### src/rtl/sram_arbiter_pkg.sv
// Shared types and constants for the ibus/dbus to single-port SRAM arbiter.
// Imported by the top level and the watchdog counter.
package sram_arbiter_pkg;

  localparam int DEFAULT_TIMEOUT = 256;

  localparam logic [1:0] SZ_BYTE = 2'd0;
  localparam logic [1:0] SZ_HALF = 2'd1;
  localparam logic [1:0] SZ_WORD = 2'd2;

  typedef enum logic [2:0] {
    IDLE   = 3'd0,
    I_REQ  = 3'd1,
    D_REQ  = 3'd2,
    I_RESP = 3'd3,
    D_RESP = 3'd4,
    DRAIN  = 3'd5
  } arb_state_t;

  typedef enum logic {
    IBUS = 1'b0,
    DBUS = 1'b1
  } grant_t;

endpackage

### src/rtl/sram_arbiter_watchdog_counter.sv
// Saturating up-counter with synchronous clear and a terminal-count flag.
// Used to time out the response phase and the post-timeout drain phase.
module watchdog_counter
  import sram_arbiter_pkg::*;
#(
  parameter int TIMEOUT = DEFAULT_TIMEOUT
) (
  input  logic clk,
  input  logic rst,
  input  logic clear,
  input  logic enable,
  output logic tc
);

  localparam int W = $clog2(TIMEOUT);
  localparam logic [W-1:0] LAST = W'(TIMEOUT - 1);

  logic [W-1:0] count;

  // Holding at LAST guarantees the count never wraps even if clear is late.
  always_ff @(posedge clk) begin
    if (rst || clear) begin
      count <= '0;
    end else if (enable && !tc) begin
      count <= count + 1'b1;
    end
  end

  assign tc = (count == LAST);

endmodule

### src/rtl/sram_arbiter.sv
// Merges the core's ibus and dbus onto one memory port, one transaction in flight,
// round-robin under contention, with a watchdog that turns lost responses into errors.
module sram_arbiter
  import sram_arbiter_pkg::*;
#(
  parameter int TIMEOUT = DEFAULT_TIMEOUT
) (
  input  logic        clk,
  input  logic        rst,
  input  logic        i_req,
  input  logic [31:0] i_addr,
  output logic        i_addr_ok,
  output logic        i_data_ok,
  output logic [31:0] i_rdata,
  output logic        i_err,
  input  logic        d_req,
  input  logic        d_wr,
  input  logic [1:0]  d_size,
  input  logic [31:0] d_addr,
  input  logic [31:0] d_wdata,
  output logic        d_addr_ok,
  output logic        d_data_ok,
  output logic [31:0] d_rdata,
  output logic        d_err,
  output logic        m_req,
  output logic        m_wr,
  output logic [1:0]  m_size,
  output logic [31:0] m_addr,
  output logic [31:0] m_wdata,
  input  logic        m_addr_ok,
  input  logic        m_data_ok,
  input  logic [31:0] m_rdata,
  input  logic        m_err
);

  arb_state_t state, state_next;
  grant_t     last_grant, grant_next;
  logic       grant_load;
  logic       wd_clear, wd_enable, wd_tc;

  watchdog_counter #(.TIMEOUT(TIMEOUT)) u_watchdog (
    .clk    (clk),
    .rst    (rst),
    .clear  (wd_clear),
    .enable (wd_enable),
    .tc     (wd_tc)
  );

  always_ff @(posedge clk) begin
    if (rst) begin
      state      <= IDLE;
      last_grant <= IBUS;
    end else begin
      state <= state_next;
      if (grant_load) begin
        last_grant <= grant_next;
      end
    end
  end

  always_comb begin
    state_next = state;
    grant_load = 1'b0;
    grant_next = last_grant;
    i_addr_ok  = 1'b0;
    i_data_ok  = 1'b0;
    i_rdata    = '0;
    i_err      = 1'b0;
    d_addr_ok  = 1'b0;
    d_data_ok  = 1'b0;
    d_rdata    = '0;
    d_err      = 1'b0;
    m_req      = 1'b0;
    m_wr       = 1'b0;
    m_size     = SZ_BYTE;
    m_addr     = '0;
    m_wdata    = '0;

    case (state)
      IDLE: begin
        if (i_req && d_req) begin
          state_next = (last_grant == IBUS) ? D_REQ : I_REQ;
        end else if (d_req) begin
          state_next = D_REQ;
        end else if (i_req) begin
          state_next = I_REQ;
        end
      end

      I_REQ: begin
        m_req     = 1'b1;
        m_size    = SZ_WORD;
        m_addr    = i_addr;
        i_addr_ok = m_addr_ok;
        if (m_addr_ok) begin
          state_next = I_RESP;
          grant_load = 1'b1;
          grant_next = IBUS;
        end
      end

      D_REQ: begin
        m_req     = 1'b1;
        m_wr      = d_wr;
        m_size    = d_size;
        m_addr    = d_addr;
        m_wdata   = d_wdata;
        d_addr_ok = m_addr_ok;
        if (m_addr_ok) begin
          state_next = D_RESP;
          grant_load = 1'b1;
          grant_next = DBUS;
        end
      end

      // A real response wins over a timeout landing in the same cycle.
      I_RESP: begin
        if (m_data_ok) begin
          i_data_ok  = 1'b1;
          i_rdata    = m_rdata;
          i_err      = m_err;
          state_next = IDLE;
        end else if (wd_tc) begin
          i_data_ok  = 1'b1;
          i_err      = 1'b1;
          state_next = DRAIN;
        end
      end

      D_RESP: begin
        if (m_data_ok) begin
          d_data_ok  = 1'b1;
          d_rdata    = m_rdata;
          d_err      = m_err;
          state_next = IDLE;
        end else if (wd_tc) begin
          d_data_ok  = 1'b1;
          d_err      = 1'b1;
          state_next = DRAIN;
        end
      end

      // A late slave response is absorbed here so it cannot leak into the next grant.
      DRAIN: begin
        if (m_data_ok || wd_tc) begin
          state_next = IDLE;
        end
      end

      default: state_next = IDLE;
    endcase
  end

  assign wd_enable = (state == I_RESP) || (state == D_RESP) || (state == DRAIN);
  assign wd_clear  = !wd_enable || (state_next != state);

endmodule
### config.mk
export PLATFORM = sky130hd
export DESIGN_NAME = sram_arbiter
export DESIGN_NICKNAME = d
export VERILOG_FILES = /design/src/rtl/sram_arbiter_pkg.sv /design/src/rtl/sram_arbiter_watchdog_counter.sv /design/src/rtl/sram_arbiter.sv
export SDC_FILE = /design/constraint.sdc
export NUM_CORES = 1
export LEC_CHECK = 0
export CAP_MARGIN = 20
export CELL_PAD_IN_SITES_DETAIL_PLACEMENT = 1
export CELL_PAD_IN_SITES_GLOBAL_PLACEMENT = 2
export CORE_AREA = 2 2 137 139
export CTS_CLUSTER_SIZE = 12
export DETAILED_ROUTE_END_ITERATION = 8
export DIE_AREA = 0 0 139 141
export PLACE_DENSITY_LB_ADDON = 0.1
export SLEW_MARGIN = 30
export SYNTH_ARGS = -nofsm -noshare
export SYNTH_HDL_FRONTEND = slang
export SYNTH_HIERARCHICAL = 1
export SYNTH_SLANG_ARGS = --single-unit
### constraint.sdc
create_clock -name clk -period 2.5 [get_ports clk]
set_clock_uncertainty 0.05 [all_clocks]
set_input_delay 0.25 -clock clk [delete_from_list [all_inputs] [get_ports clk]]
set_output_delay 0.25 -clock clk [all_outputs]
set_load 0.01 [all_outputs]
==> results_dict.tcl <==
set metrics [dict create \
    crit_type "register to output pin" \
    port_buffers 275 \
    post_cts_buffers 0 \
    antenna_found_initial 0 \
    clk_pin_slew_ps 40 \
    hold_viol 0 \
    path_max_fanout 6 \
    clk_latency_ps 240 \
    grt_max_degree 70 \
    syn_inst 278 \
    min_path_type "register to register" \
    hpwl_um 10200 \
    overflow 0 \
    leakagePower_nw 1.75 \
    fin_crit_sh_pct 94.2 \
    crit_start "u_watchdog/count[5]$_SDFFE_PP0P_" \
    r2r-start "u_watchdog/count[5]$_SDFFE_PP0P_" \
    syn_area_per_cell_um2 6.43 \
    synthesis.nets 417 \
    fp.dieH_um 141 \
    cts.path.max_buffers 2 \
    synthArstFlopShare_pct 0 \
    yosysSeqAreaShare_pct 13.4 \
    fp.coreArea_mm2 0.0183 \
    vias 3029 \
    cts_tree "yes" \
    holdPathStages 2 \
    place_inst 771 \
    synth-edff-count 0 \
    hp-start "last_grant$_SDFFE_PP0P_" \
    drive_gt1_share_pct 4.07 \
    rsz0062_at_grt "no" \
    dpl-instance-area_mm2 0.00479 \
    layout_min_cycle_time_ps 2350 \
    finalWirelength_um 12500 \
    slew_headroom_pct 72.9 \
    start_util_pct 9.78 \
    via_per_inst 3.91 \
    slew_violations 0 \
    dr.pass1.iters 4 \
    root_buffer "clkbuf_16" \
    yosysWarnings 6 \
    drc 0 \
    tns_ps 0 \
    syn_area_mm2 0.00179 \
    die_width_um 139 \
    stdcell_area_mm2 0.00487 \
    grt_pass1_wl_um 18300 \
    io_pins 276 \
    startpoint_type "register" \
    synth_cell_types 43 \
    whs_ps 434 \
    cts_buffers 3 \
    wl_per_cell_um 16.1 \
    cp.arrival_ps 2050 \
    end_kind "output pin" \
    drtAntennaViolNets 0 \
    p_per_area_mw_per_mm2 330 \
    r2r_slack_ps 350 \
    finalSetupViolCount 0 \
    clock.fmax_ghz 0.425 \
    gp_congestion 0.768 \
    worst_slew_pin_slew_ps 406 \
    power_mw 1.61 \
    rr_endpoint "u_watchdog/count[1]$_SDFFE_PP0P_" \
    synth_ff_type "dfxtp_1" \
    holdPathEnd "last_grant$_SDFFE_PP0P_" \
    timing.max_cap.violations 0 \
    status "finished clean" \
    htree_levels 1 \
    synth_seq_cells 12 \
    grt_pass1_vias 3124 \
    die_area_mm2 0.0196 \
    fin_util_pct 26.7 \
    final_nets 681 \
    rows 50 \
    diodes 0 \
    max-vdd-ir-drop_v 0.000239 \
    setup_slack_ps 146 \
    drtIter0Drc 66 \
    cts.sink_count 12 \
    instances_no_fill 774 \
    worst_r2r_path_depth 11 \
    synthToLayoutAreaGrowth_pct 173 \
    crit_required_ps 2200 \
    track_usage_pct 11.7 \
    pre_cts_slack_ps 286 \
]
## timing repair
action	in CTS	in global routing
hold endpoints to repair	0	0
resized for setup	0	6
hold buffers	0	0
setup endpoints to repair	0	89
## routing by layer
layer	part of all wire [%]	GRT usage [%]
met5	0	0
met4	0.28	0.638
met3	7.6	3.23
met2	54	23.5
met1	38	12.6
## critical path, cell delays in order (launching register included)
cell and delay [ps]:
dfxtp_1 380, and3_2 270, inv_1 70, nor3_1 190
buf_4 160, mux2i_1 90, nor2_1 110, clkdlybuf4s50_1 540
## cells by family (layout without fill, tap and decap cells)
group / after synthesis / count (layout) / share of synthesized area (%)
mux: 6 / 6 / 3.36
simple gates: 172 / 172 / 46.1
compound gates: 56 / 56 / 26.0
flops: 12 / 12 / 13.4
fa+ha+maj: 1 / 1 / 0.700
buf+inv: 31 / 293 / 10.4
## state kept, by name (all words and copies together), names as in the netlist
signal and count:
last_grant 1, state 3, u_watchdog/count 8
## how the worst max path moves through the flow
stage,cells past startpoint,endpoint,slack [ps]
6_report,7,i_err,150
5_1_grt,7,i_err,10
4_1_cts,7,i_data_ok,20
3_5_place_dp,4,d_addr_ok,290
3_3_place_gp,7,d_data_ok,320
2_1_floorplan,9,u_watchdog/count[4]$_SDFFE_PP0P_,760
## synthesized netlist by cell type, types with 2 or more instances
library cell  instances  area, µm²
a2111oi_0             3       26.3
a211oi_1              2       15.0
a22o_1               33        289
a31oi_1               3       18.8
and2_1               36        225
buf_2                 8       40.0
buf_4                 6       45.0
buf_6                 5       56.3
clkbuf_1              6       22.5
dfxtp_1              12        240
inv_1                 6       22.5
mux2i_1               6       60.1
nand2_1              44        165
nand3b_1              2       15.0
nand4_1               2       12.5
nor2_1               73        274
nor3b_4               2       37.5
o21ai_0               3       15.0
or3_1                 2       12.5
## layout make-up
class | instances | area, µm²
Clock buffer | 3 | 75.1
Fill cell | 2176 | 13400
Inverter | 6 | 22.5
Multi-Input combinational cell | 235 | 1360
Sequential cell | 12 | 243
Tap cell | 234 | 293
Timing Repair Buffer | 284 | 2880
## layout by cell type (no fill, tap or decap), drive strengths merged, types with 3 or more instances in the layout
cell | Yosys | routed
clkbuf | 6 | 3
dfxtp | 12 | 12
clkdlybuf4s50 | 0 | 273
o21ai | 3 | 3
a31oi | 3 | 3
a2111oi | 4 | 4
nor2 | 73 | 73
mux2i | 6 | 6
nand2 | 45 | 45
buf | 19 | 9
and2 | 37 | 37
inv | 6 | 6
a22o | 33 | 33
## where the power goes
part	internal [mW]	total, mW	switching (mW)
clock network	0.209	0.293	0.0842
logic	0.663	1.09	0.425
registers	0.203	0.227	0.0244
(Power assumes the default switching activity.)
